`config.mk`:
```
export PLATFORM = sky130hd
export DESIGN_NAME = keypad_event_queue_flat
export DESIGN_NICKNAME = d
export VERILOG_FILES = /design/src/rtl/keypad_pkg.sv /design/src/rtl/keypad_event_queue_if.sv /design/src/rtl/key_evt_fifo.sv /design/src/rtl/keypad_event_queue.sv /design/src/flat_wrapper.sv
export SDC_FILE = /design/constraint.sdc
export NUM_CORES = 1
export LEC_CHECK = 0
export ABC_CLOCK_PERIOD_IN_PS = 5100
export CORE_MARGIN = 3
export CORE_UTILIZATION = 50
export DETAILED_ROUTE_END_ITERATION = 10
export PLACE_DENSITY = 0.73
export SLEW_MARGIN = 10
export SYNTH_ARGS = -nofsm -noshare
export SYNTH_HDL_FRONTEND = slang
export SYNTH_SLANG_ARGS = --single-unit
```
`constraint.sdc`:
```
create_clock -name clk -period 5.1 [get_ports clk]
set_input_delay 1.02 -clock clk [delete_from_list [all_inputs] [get_ports clk]]
set_output_delay 1.02 -clock clk [all_outputs]
set_load 0.05 [all_outputs]
```
`src/rtl/keypad_pkg.sv`:
```
// rtl/keypad_pkg.sv - shared types and defaults for the keypad event queue
package keypad_pkg;

  // Debouncer FSM states
  typedef enum logic [1:0] {
    ST_IDLE         = 2'd0,
    ST_PRESS_WAIT   = 2'd1,
    ST_HELD         = 2'd2,
    ST_RELEASE_WAIT = 2'd3
  } kp_state_e;

  // Queued event word: {press, code[3:0]}
  localparam int KP_EVT_W = 5;

  typedef struct packed {
    logic       press;
    logic [3:0] code;
  } kp_evt_t;

  localparam int KP_DEBOUNCE_CYCLES = 500000;
  localparam int KP_FIFO_DEPTH      = 4;

  function automatic kp_evt_t kp_make_evt(input logic press, input logic [3:0] code);
    kp_evt_t e;
    e.press = press;
    e.code  = code;
    return e;
  endfunction

endpackage

```
`src/rtl/keypad_event_queue_if.sv`:
```
// rtl/keypad_event_queue_if.sv - valid/ready event stream toward the player control
interface keypad_event_queue_if;

  logic       evt_valid;
  logic       evt_ready;
  logic [3:0] evt_code;
  logic       evt_press;

  modport master (output evt_valid, output evt_code, output evt_press, input evt_ready);
  modport slave  (input evt_valid, input evt_code, input evt_press, output evt_ready);

endinterface

```
`src/rtl/key_evt_fifo.sv`:
```
// rtl/key_evt_fifo.sv - show-ahead FIFO of event words with count/full/empty
module key_evt_fifo
  import keypad_pkg::*;
#(
  parameter int DEPTH = KP_FIFO_DEPTH,
  parameter int AW    = 2
) (
  input  logic    clk,
  input  logic    reset_n,
  input  logic    push,
  input  kp_evt_t push_data,
  input  logic    pop,
  output kp_evt_t head,
  output logic [AW:0] count,
  output logic    full,
  output logic    empty
);

  localparam logic [AW:0] DEPTH_C = (AW+1)'(DEPTH);

  logic [KP_EVT_W-1:0] mem [DEPTH];
  logic [AW-1:0]       wr_ptr;
  logic [AW-1:0]       rd_ptr;
  logic                do_pop;
  logic                do_push;

  assign empty   = (count == '0);
  assign full    = (count == DEPTH_C);
  assign do_pop  = pop && !empty;
  // A pop in the same cycle frees the slot, so a push into a full FIFO still lands
  assign do_push = push && (!full || do_pop);
  assign head    = kp_evt_t'(mem[rd_ptr]);

  // Storage write; contents are don't-care until counted, so no reset needed
  always_ff @(posedge clk) begin
    if (do_push) begin
      mem[wr_ptr] <= push_data;
    end
  end

  // Pointers wrap naturally at the power-of-two depth; count tracks occupancy
  always_ff @(posedge clk or negedge reset_n) begin
    if (!reset_n) begin
      wr_ptr <= '0;
      rd_ptr <= '0;
      count  <= '0;
    end else begin
      if (do_push) wr_ptr <= wr_ptr + 1'b1;
      if (do_pop)  rd_ptr <= rd_ptr + 1'b1;
      if (do_push && !do_pop)      count <= count + 1'b1;
      else if (do_pop && !do_push) count <= count - 1'b1;
    end
  end

endmodule

```
`src/rtl/keypad_event_queue.sv`:
```
// rtl/keypad_event_queue.sv - debounce keypad activity into queued press/release events
module keypad_event_queue
  import keypad_pkg::*;
#(
  parameter int DEBOUNCE_CYCLES = KP_DEBOUNCE_CYCLES,
  parameter int CNT_W           = 20,
  parameter int FIFO_DEPTH      = KP_FIFO_DEPTH,
  parameter int FIFO_AW         = 2
) (
  input  logic                 clk,
  input  logic                 reset_n,
  input  logic [3:0]           key_val,
  input  logic                 key_down,
  keypad_event_queue_if.master evt,
  output logic [FIFO_AW:0]     fifo_count,
  output logic                 overflow
);

  localparam logic [CNT_W-1:0] CNT_LAST = CNT_W'(DEBOUNCE_CYCLES - 1);

  logic [3:0]  key_val_m, key_val_s;
  logic        key_down_m, key_down_s;

  kp_state_e   state, state_nxt;
  logic [CNT_W-1:0] cnt, cnt_nxt;
  logic [3:0]  cand, cand_nxt;
  logic        key_match;
  logic        push;
  kp_evt_t     push_evt;

  kp_evt_t     head;
  logic        fifo_full;
  logic        fifo_empty;
  logic        pop_now;

  // Two-flop synchronizers: the scan decoder runs on derived clocks
  always_ff @(posedge clk or negedge reset_n) begin
    if (!reset_n) begin
      key_val_m  <= '0;
      key_val_s  <= '0;
      key_down_m <= 1'b0;
      key_down_s <= 1'b0;
    end else begin
      key_val_m  <= key_val;
      key_val_s  <= key_val_m;
      key_down_m <= key_down;
      key_down_s <= key_down_m;
    end
  end

  // Debouncer state, stability counter and candidate key registers
  always_ff @(posedge clk or negedge reset_n) begin
    if (!reset_n) begin
      state <= ST_IDLE;
      cnt   <= '0;
      cand  <= '0;
    end else begin
      state <= state_nxt;
      cnt   <= cnt_nxt;
      cand  <= cand_nxt;
    end
  end

  assign key_match = key_down_s && (key_val_s == cand);

  // Next-state logic: wait for a stable key, emit press; wait for stable absence, emit release
  always_comb begin
    state_nxt = state;
    cnt_nxt   = cnt;
    cand_nxt  = cand;
    push      = 1'b0;
    push_evt  = kp_make_evt(1'b0, cand);
    case (state)
      ST_IDLE: begin
        if (key_down_s) begin
          state_nxt = ST_PRESS_WAIT;
          cand_nxt  = key_val_s;
          cnt_nxt   = '0;
        end
      end
      ST_PRESS_WAIT: begin
        if (!key_down_s) begin
          state_nxt = ST_IDLE;
        end else if (key_val_s != cand) begin
          cand_nxt = key_val_s;
          cnt_nxt  = '0;
        end else if (cnt == CNT_LAST) begin
          state_nxt = ST_HELD;
          push      = 1'b1;
          push_evt  = kp_make_evt(1'b1, cand);
        end else begin
          cnt_nxt = cnt + 1'b1;
        end
      end
      ST_HELD: begin
        if (!key_match) begin
          state_nxt = ST_RELEASE_WAIT;
          cnt_nxt   = '0;
        end
      end
      ST_RELEASE_WAIT: begin
        if (key_match) begin
          state_nxt = ST_HELD;
        end else if (cnt == CNT_LAST) begin
          state_nxt = ST_IDLE;
          push      = 1'b1;
          push_evt  = kp_make_evt(1'b0, cand);
        end else begin
          cnt_nxt = cnt + 1'b1;
        end
      end
      default: state_nxt = ST_IDLE;
    endcase
  end

  key_evt_fifo #(
    .DEPTH (FIFO_DEPTH),
    .AW    (FIFO_AW)
  ) u_fifo (
    .clk       (clk),
    .reset_n   (reset_n),
    .push      (push),
    .push_data (push_evt),
    .pop       (evt.evt_ready),
    .head      (head),
    .count     (fifo_count),
    .full      (fifo_full),
    .empty     (fifo_empty)
  );

  // Outputs read 0 whenever the queue is empty, including throughout reset
  assign evt.evt_valid = !fifo_empty;
  assign evt.evt_code  = fifo_empty ? 4'd0 : head.code;
  assign evt.evt_press = fifo_empty ? 1'b0 : head.press;
  assign pop_now       = !fifo_empty && evt.evt_ready;

  // Sticky overflow: an event arrived while full and nothing left the queue
  always_ff @(posedge clk or negedge reset_n) begin
    if (!reset_n) begin
      overflow <= 1'b0;
    end else if (push && fifo_full && !pop_now) begin
      overflow <= 1'b1;
    end
  end

endmodule

```
`src/flat_wrapper.sv`:
```
// flat-port wrapper written by rule: the top's interface ports become plain ports
module keypad_event_queue_flat import keypad_pkg::*;
#(
  parameter int DEBOUNCE_CYCLES = KP_DEBOUNCE_CYCLES,
  parameter int CNT_W           = 20,
  parameter int FIFO_DEPTH      = KP_FIFO_DEPTH,
  parameter int FIFO_AW         = 2
)
  (clk, reset_n, key_val, key_down, fifo_count, overflow, evt_evt_valid, evt_evt_code, evt_evt_press, evt_evt_ready);
  keypad_event_queue_if evt_i ();
  input  logic clk;
  input  logic reset_n;
  input  logic [3:0] key_val;
  input  logic key_down;
  output logic [FIFO_AW:0] fifo_count;
  output logic overflow;
  output wire logic [$bits(evt_i.evt_valid)-1:0] evt_evt_valid;
  output wire logic [$bits(evt_i.evt_code)-1:0] evt_evt_code;
  output wire logic [$bits(evt_i.evt_press)-1:0] evt_evt_press;
  input wire logic [$bits(evt_i.evt_ready)-1:0] evt_evt_ready;
  assign evt_evt_valid = evt_i.evt_valid;
  assign evt_evt_code = evt_i.evt_code;
  assign evt_evt_press = evt_i.evt_press;
  assign evt_i.evt_ready = evt_evt_ready;
  keypad_event_queue #(.DEBOUNCE_CYCLES(DEBOUNCE_CYCLES), .CNT_W(CNT_W), .FIFO_DEPTH(FIFO_DEPTH), .FIFO_AW(FIFO_AW)) u_core (.clk(clk), .reset_n(reset_n), .key_val(key_val), .key_down(key_down), .evt(evt_i), .fifo_count(fifo_count), .overflow(overflow));
endmodule
```
* Word level (Yosys, flattened, before mapping)
Memories as Yosys holds them, arrays and structs flattened.
Cells that the tools add are included.
** Word-level totals
- Register bits :: 44
- Bits in writable memories :: 20
- Input port bits :: 8
- Output and inout port bits :: 10
- Logic and storage cells :: 85
- Memories kept :: 1
** Operators by class
- $add $sub $neg :: 5
- Equal/unequal tests :: 15
- Multiplexer cells :: 34
- Reduce and logical (&&, ||, !) cells :: 19
** Memories
- u_core.u_fifo.mem :: words 4, bits a word 5, rd ports 1, clocked after memory_dff 0, wr ports 1, RTL line key_evt_fifo.sv:21 : logic [KP_EVT_W-1:0] mem [DEPTH];
** Operators by type and width (count)
- $mux 20 :: 6
- $pmux 20 s4 :: 1
- $add 20x1->20 const B :: 1
- $eq 20x19->1 const B :: 1
- $mux 5 :: 4
- $mux 4 :: 4
- $mux 2 :: 7
- $pmux 2 s4 :: 1
- $pmux 4 s2 :: 1
- $reduce_and 4->1 :: 2
- $logic_and 1x1->1 :: 7
- $mux 1 :: 7
- $mux 3 :: 2
- $ne 2x1->1 const B :: 3
- $ne 3x3->1 const B :: 2
- $reduce_and 5->1 :: 1
- $add 2x1->2 const B :: 2
- $eq 2x2->1 const B :: 2
- $eq 4x4->1 :: 1
- $logic_not 1->1 :: 4
- $ne 2x2->1 const B :: 2
- $ne 4x4->1 :: 1
- $reduce_bool 2->1 :: 2
- $add 3x1->3 const B :: 1
- 8 further kinds :: 8

* Depth between registers and ports, before layout
Gate-level depths: netlist of run 1.
- Depth in word-level cells :: 10
- Gate-level depth with buffers :: 11
- Depth with buffers taken out :: 11

* By module
Synthesis of run 1 repeated with hierarchy kept, for this count alone.
** Second synthesis, totals
- Cell total of the unflattened synthesis :: 259
- Area total of the unflattened synthesis :: 3104.2 um^2
** Modules (own cells, without submodules)
- keypad_event_queue :: instances 1, cells each 197, area each 1940.6 um^2, sequential area each 925.9 um^2
- key_evt_fifo :: instances 1, cells each 62, area each 1163.6 um^2, sequential area each 775.7 um^2

* Worst setup path before layout of run 1
Ideal clock, no wire load.
- Path kind :: flip-flop to output port
- Start point :: reg u_core.u_fifo.count[0]
- End point :: out evt_evt_code[0]
- Data arrival time :: 1.957 ns
- Required time :: 4.080 ns
- Path slack :: 2.123 ns
- Stages on the path, launching flop included :: 4
- Buffers on the path :: 1
- Cell sequence :: dfrtp_1 -> or3_1 -> clkbuf_1 -> and2_1
** On the way
- Longest elaborated chain between the ends :: 2
** RTL lines
- start: declaration :: RTL line key_evt_fifo.sv:14 : output logic [AW:0] count,
- start signal: assignment :: RTL line key_evt_fifo.sv:50 : if (do_push && !do_pop) count <= count + 1'b1;
- start signal: assignment :: RTL line key_evt_fifo.sv:51 : else if (do_pop && !do_push) count <= count - 1'b1;
- $logic_not 3->1 :: RTL line key_evt_fifo.sv:27 : assign empty = (count == '0);
- $mux 4 :: RTL line keypad_event_queue.sv:133 : assign evt.evt_code = fifo_empty ? 4'd0 : head.code;
- end: declaration :: RTL line flat_wrapper.sv:18 : output wire logic [$bits(evt_i.evt_code)-1:0] evt_evt_code;
No other way between the ends.

* Final worst setup path of run 1
- Start point :: reg u_core.u_fifo.rd_ptr[0]
- End point :: out evt_evt_code[3]
** On the way
- Longest elaborated chain between the ends :: 2
** RTL lines
- start: declaration :: RTL line key_evt_fifo.sv:23 : logic [AW-1:0] rd_ptr;
- start signal: assignment :: RTL line key_evt_fifo.sv:49 : if (do_pop) rd_ptr <= rd_ptr + 1'b1;
- $mem_v2 4x5
- $mux 4 :: RTL line keypad_event_queue.sv:133
No other way between the ends.

==> impl_metrics.yaml, run 1 <==
run_status:
  status: "completed"
grt:
  grt_start_max_net_pins: 45
  antenna_found_initial: 0
  track_usage_pct: 16.8
  first_global_vias: 1985
  grt_overflow: 0
  grt_pass1_wl_um: 9430
synth:
  seq_area_frac_synth_pct: 56.3
  synth.largest_area_cell: "dfrtp_1"
  yosys_most_used_dff: "dfrtp_1"
  synth.top_cell.area_share_pct: 36.4
  ys_top_cells_by_count: "dfrtp_1 (44), edfxtp_1 (20), a21oi_1 (17), nand2_1 (14), and2_1 (12)"
  async_flop_share_pct: 68.8
  avgSynthCellArea_um2: 12.2
  syn_inst: 247
  synth_cell_types: 48
  yosysMostFrequentCell: "dfrtp_1"
  synth_area_um2: 3020
  synth_edf_count: 20
  yosysWarnings: 0
  synth_nets: 262
  synthTopCellsByArea: "dfrtp_1 (36%), edfxtp_1 (20%), mux4_2 (3.7%)"
  ys_ff_latch: 64
power_and_ir_drop:
  power.density_nw_per_um2: 297
  ir_drop_mv: 0.137
  total_power_uw: 1010
  p_leak_uw: 0.00129
cells_and_area:
  area_growth_pct: 12.8
  post-route-util_pct: 60.1
  drive_gt1_share_pct: 14.2
  num_antenna_cells: 0
  fillers: 449
  multiInputGateArea_um2: 1240
  seq_area_um2: 1700
  layout.nets: 277
setup_path:
  slowest_delay_ns: 0.69
  critPathKind: "reg2out"
  critical_path.cell_chain: "mux4_2, and2_1, clkdlybuf4s50_1"
  critPathRequiredTime_ns: 4.08
  worstPathArrival_ns: 2.31
  critPathLaunchType: "flop"
  cp_slowest_cell: "clkdlybuf4s50_1"
  worst-path-max-fanout: 7
  endpoint_kind: "output pin"
timing:
  clock_skew_ns: 0.00704
  rsz0062_at_grt: "no"
  fmax_ghz: 0.300
  setup_viol: 0
  period_needed_ns: 3.33
  hold_viol: 0
  worstMarginPinSlew_ns: 0.995
  fin_crit_sh_pct: 65.4
  finalWorstSetupSlack_ns: 1.77
  max_slew_margin_pct: 33.7
  tns_ns: 0
  drv_slew: 0
routing:
  route.detailed.drc: 0
  wl_per_cell_um: 15.6
  routed_wl_um: 5300
  first_pass_iters: 4
  via_per_inst: 5.80
  first_iter_violations: 115
  drtAntennaViolNets: 0
  num_vias: 1966
place:
  post-place-ws_ns: 1.71
  portBuffers: 17
  dp_hpwl_um: 3530
  place.gp.congestion: 0.768
clock_tree:
  clkTransAtPathRegs_ns: 0.07
  cts_made_buffers: 9
  htree_levels: 3
  postCtsSetupBuffers: 0
  ctsResizeCount: 0
  cts_root_buf: "clkbuf_8"
  cts_buffer_depth: 2
  cts.sinks: 64
  cts_tree: "done"
  holdBufCountCts: 0
  clock_latency_ns: 0.33
die:
  fp.dieW_um: 83.8
  core_area_um2: 5680
  std_cell_rows: 27
  num_io_pins: 18
  dieHeight_um: 83.8
  start_util_pct: 53.3
  die_area_um2: 7020
run:
  maxCapViolCount: 0
worst_hold_path:
  hp-class: "reg2reg"
-- power breakdown --
part           leakage [uW]  switching [uW]  internal (uW)
clock             0.0000933             198            225
sequential         0.000764            10.0            540
combinational      0.000432            23.6           16.0
total               0.00129             232            781
-- final cells by class --
class                      instances  share of cell area [%]
multi-input combinational        164                    36.2
clock inverter                     7                    2.09
clock buffer                       9                    3.63
tap                               72                    2.64
timing repair buffer              17                    4.84
inverter                           6                   0.660
sequential                        64                    49.9
-- flip-flops by register name, summed over array words and instances (netlist names) --
name	cells
u_core.u_fifo.count	3
u_core.key_val_m	4
u_core.cand	4
u_core.u_fifo.mem	20
u_core.state	2
u_core.cnt	20
u_core.key_val_s	4
u_core.overflow	1
u_core.key_down_s	1
u_core.u_fifo.rd_ptr	2
u_core.u_fifo.wr_ptr	2
u_core.key_down_m	1
-- per-layer routing --
| metal | GRT usage (%) | part of all wire [%] |
|---|---|---|
| met5 | 0 | 0 |
| met1 | 21.1 | 46 |
| met3 | 3.36 | 2.9 |
| met4 | 8.48 | 2.5 |
| met2 | 27.5 | 48 |
-- final timing paths --
| path | startpoint | end | slack, ns | depth (start not counted) |
|---|---|---|---|---|
| worst max-delay path | u_core.u_fifo.rd_ptr[0]$_DFFE_PN0P_ | evt_evt_code[3] | 1.77 | 3 |
| worst min-delay path | u_core.key_val_m[0]$_DFF_PN0_ | u_core.key_val_s[0]$_DFF_PN0_ | 0.35 | 0 |
| worst max register to register | u_core.cand[2]$_DFFE_PN0P_ | u_core.u_fifo.count[2]$_DFFE_PN0P_ | 2.19 | 10 |
| worst min register to register | u_core.key_val_m[0]$_DFF_PN0_ | u_core.key_val_s[0]$_DFF_PN0_ | 0.35 | 0 |
| max in group asynchronous | reset_n | u_core.key_val_m[2]$_DFF_PN0_ | 3.63 | 1 |
| min in group asynchronous | reset_n | u_core.u_fifo.count[1]$_DFFE_PN0P_ | 0.84 | 1 |
-- metrics by stage --
stage / std cells / instance area, um^2 / hold slack (ns)
floorplan: 247 / 3020 / 0.331
global placement: 323 / 3210 / 0.334
detailed placement: 323 / 3210 / 0.335
CTS: 339 / 3400 / 0.351
global route: 339 / 3410 / 0.354
finish: 339 / 3410 / 0.350
-- cells in the final DEF (no fill, tap or decap), types with 5 or more instances in the layout --
| cell | n |
|---|---|
| a21oi_1 | 17 |
| and2_1 | 12 |
| clkbuf_8 | 9 |
| clkdlybuf4s50_1 | 16 |
| dfrtp_1 | 44 |
| edfxtp_1 | 20 |
| ha_1 | 6 |
| inv_1 | 6 |
| mux2_2 | 5 |
| mux4_2 | 5 |
| nand2_1 | 14 |
| nand3_1 | 5 |
| nand4_1 | 7 |
| nor2_1 | 6 |
| o21ai_0 | 7 |
| o31ai_1 | 10 |
| or3_1 | 8 |
| or4_1 | 11 |
| xnor2_1 | 9 |
-- cell families (layout without fill, tap and decap cells) --
kind of cell | after synthesis | in the layout | synth area share (%)
AO/OA/AOI/OAI | 47 | 47 | 10.3
XOR/XNOR | 12 | 12 | 3.48
adder cells (fa/ha/maj) | 7 | 7 | 3.14
buffers and inverters | 19 | 39 | 3.10
flip-flops | 64 | 64 | 56.3
multiplexers | 11 | 11 | 5.96
AND/OR/NAND/NOR | 87 | 87 | 17.7
-- worst max-delay path, delay by kind of cell, from the launching register on --
kind          cells  cell delay, ns
buf+inv           1            0.69
simple gates      1            0.16
mux               1            0.55
flops             1            0.58
(Power assumes the default switching activity.)
==> run 2: changes to the inputs <==
--- a/config.mk
+++ b/config.mk
@@ -5,11 +5,11 @@
 export SDC_FILE = /design/constraint.sdc
 export NUM_CORES = 1
 export LEC_CHECK = 0
-export ABC_CLOCK_PERIOD_IN_PS = 5100
+export ABC_CLOCK_PERIOD_IN_PS = 3000
 export CORE_MARGIN = 3
 export CORE_UTILIZATION = 50
 export DETAILED_ROUTE_END_ITERATION = 10
-export PLACE_DENSITY = 0.73
+export PLACE_DENSITY = 0.75
 export SLEW_MARGIN = 10
 export SYNTH_ARGS = -nofsm -noshare
 export SYNTH_HDL_FRONTEND = slang
==> constraint.sdc (replaced) <==
create_clock -name clk -period 3 [get_ports clk]
set_input_delay 0.6 -clock clk [delete_from_list [all_inputs] [get_ports clk]]
set_output_delay 0.6 -clock clk [all_outputs]
set_load 0.05 [all_outputs]
==> run 2 against run 1 <==
Effect of this change:
- largest cell class unchanged
- global-route usage shrank 1.2 points
- non-clock buffer count up 4
- register-to-register slack got worse by 1.9 ns
- critical path depth did not move
- combinational power is 68% higher
- utilization up 0.15 points
==> impl_metrics.yaml, run 2 (synthesized netlist as in run 1, its figures left out) <==
clock_tree:
  cts_made_buffers: 9
  ctsResizeCount: 0
  htree_levels: 3
  cts_buffer_depth: 2
  cts_tree: "done"
  postCtsSetupBuffers: 0
  holdBufCountCts: 0
  clock_latency_ns: 0.34
  cts.sinks: 64
  clkTransAtPathRegs_ns: 0.07
  cts_root_buf: "clkbuf_8"
grt:
  grt_start_max_net_pins: 45
  track_usage_pct: 15.6
  antenna_found_initial: 0
  grt_pass1_wl_um: 8660
  grt_overflow: 0
  first_global_vias: 1826
power_and_ir_drop:
  p_leak_uw: 0.00130
  ir_drop_mv: 0.271
  power.density_nw_per_um2: 483
timing:
  setup_viol: 0
  rsz0062_at_grt: "no"
  max_slew_margin_pct: 36.0
  clock_skew_ns: 0.00869
  fin_crit_sh_pct: 94.1
  hold_viol: 0
  tns_ns: 0
  drv_slew: 0
  fmax_ghz: 0.354
  period_needed_ns: 2.82
  worstMarginPinSlew_ns: 0.959
die:
  fp.dieW_um: 83.8
  std_cell_rows: 27
  die_area_um2: 7020
  dieHeight_um: 83.8
  num_io_pins: 18
  core_area_um2: 5680
  start_util_pct: 53.3
cells_and_area:
  final_cells: 343
  num_antenna_cells: 0
  layout_common_cells: "dfrtp_1 (43), edfxtp_1 (20), a21oi_1 (17)"
  post-route-util_pct: 60.3
  drive_gt1_share_pct: 16.2
  reg_top3: "u_core.cnt x20, u_core.u_fifo.mem x20"
  area_growth_pct: 13.1
  layout.nets: 281
  mostFrequentLayoutCell: "dfrtp_1"
worst_hold_path:
  hp-class: "reg2reg"
routing:
  first_pass_iters: 6
  drtAntennaViolNets: 0
  highest-signal-layer: "met4"
  route.detailed.drc: 0
  via_per_inst: 5.71
  first_iter_violations: 102
  num_vias: 1958
  wl_met2_um: 2340
  routed_wl_um: 4990
  dr_wl_met3_um: 161
  wl_per_cell_um: 14.5
  drt-met1-wl_um: 2380
setup_path:
  worstPathArrival_ns: 2.22
  r2r-start: "u_core.cnt[12]$_DFFE_PN0P_"
  critPathLaunchType: "flop"
  worst-path-max-fanout: 7
  reg2reg_depth: 10
  critPathRequiredTime_ns: 2.40
  regToRegEndpoint: "u_core.u_fifo.count[2]$_DFFE_PN0P_"
  critical_path.endpoint: "evt_evt_code[1]"
  critPathLaunch: "u_core.u_fifo.rd_ptr[0]$_DFFE_PN0P_"
  reg2reg_setup_slack_ns: 0.32
  critPathKind: "reg2out"
  endpoint_kind: "output pin"
place:
  dp_cells: 327
  portBuffers: 17
  place.gp.congestion: 0.734
  dp_hpwl_um: 3370
run:
  maxCapViolCount: 0
run_status:
  status: "completed"
[run 2: worst max-delay path, cell delays in order (launching register included)]
cell and delay, ns:
dfrtp_2 0.49, mux4_2 0.54, and2_1 0.17, clkdlybuf4s50_1 0.69
[run 2: final cells by class]
type / count / area (um^2)
clock inverter: 7 / 56.3
clock buffer: 9 / 124
sequential: 64 / 1700
multi-input combinational: 164 / 1230
tap: 72 / 90.1
fill: 482 / 2260
timing repair buffer: 21 / 195
inverter: 6 / 22.5
[run 2: metal layers]
| metal | up-vias | GRT usage (%) |
|---|---|---|
| met5 | - | 0 |
| met4 | 0 | 8.33 |
| met3 | 9 | 3.55 |
| met2 | 29 | 24.2 |
| met1 | 951 | 20.5 |
| li1 | 969 | - |
[run 2: how the worst min path moves through the flow]
| stage | startpoint | end | slack, ns | cells after the start |
|---|---|---|---|---|
| after floorplan | reset_n | u_core.cand[0]$_DFFE_PN0P_ | 0.30 | 0 |
| after global placement | u_core.key_val_m[0]$_DFF_PN0_ | u_core.key_val_s[0]$_DFF_PN0_ | 0.33 | 0 |
| after detailed placement | u_core.key_val_m[0]$_DFF_PN0_ | u_core.key_val_s[0]$_DFF_PN0_ | 0.33 | 0 |
| after CTS | u_core.key_val_m[0]$_DFF_PN0_ | u_core.key_val_s[0]$_DFF_PN0_ | 0.35 | 0 |
| after global routing | u_core.key_val_m[3]$_DFF_PN0_ | u_core.key_val_s[3]$_DFF_PN0_ | 0.36 | 0 |
| final | u_core.key_val_m[0]$_DFF_PN0_ | u_core.key_val_s[0]$_DFF_PN0_ | 0.35 | 0 |
[run 2: power breakdown]
group | internal [uW] | switching [uW] | leakage [uW]
clock network | 306 | 345 | 0.0000898
registers | 918 | 17.4 | 0.000762
logic | 28.7 | 38.0 | 0.000451
[run 2: through the flow]
step,cell area [um^2],setup WS [ns],total power [uW],hold slack (ns)
4_1_cts,3420,0.0171,1680,0.351
2_1_floorplan,3020,0.326,988,0.304
3_5_place_dp,3240,0.135,1020,0.335
6_report,3420,0.177,1650,0.350
3_3_place_gp,3240,0.165,1020,0.335
5_1_grt,3420,0.0702,1730,0.359
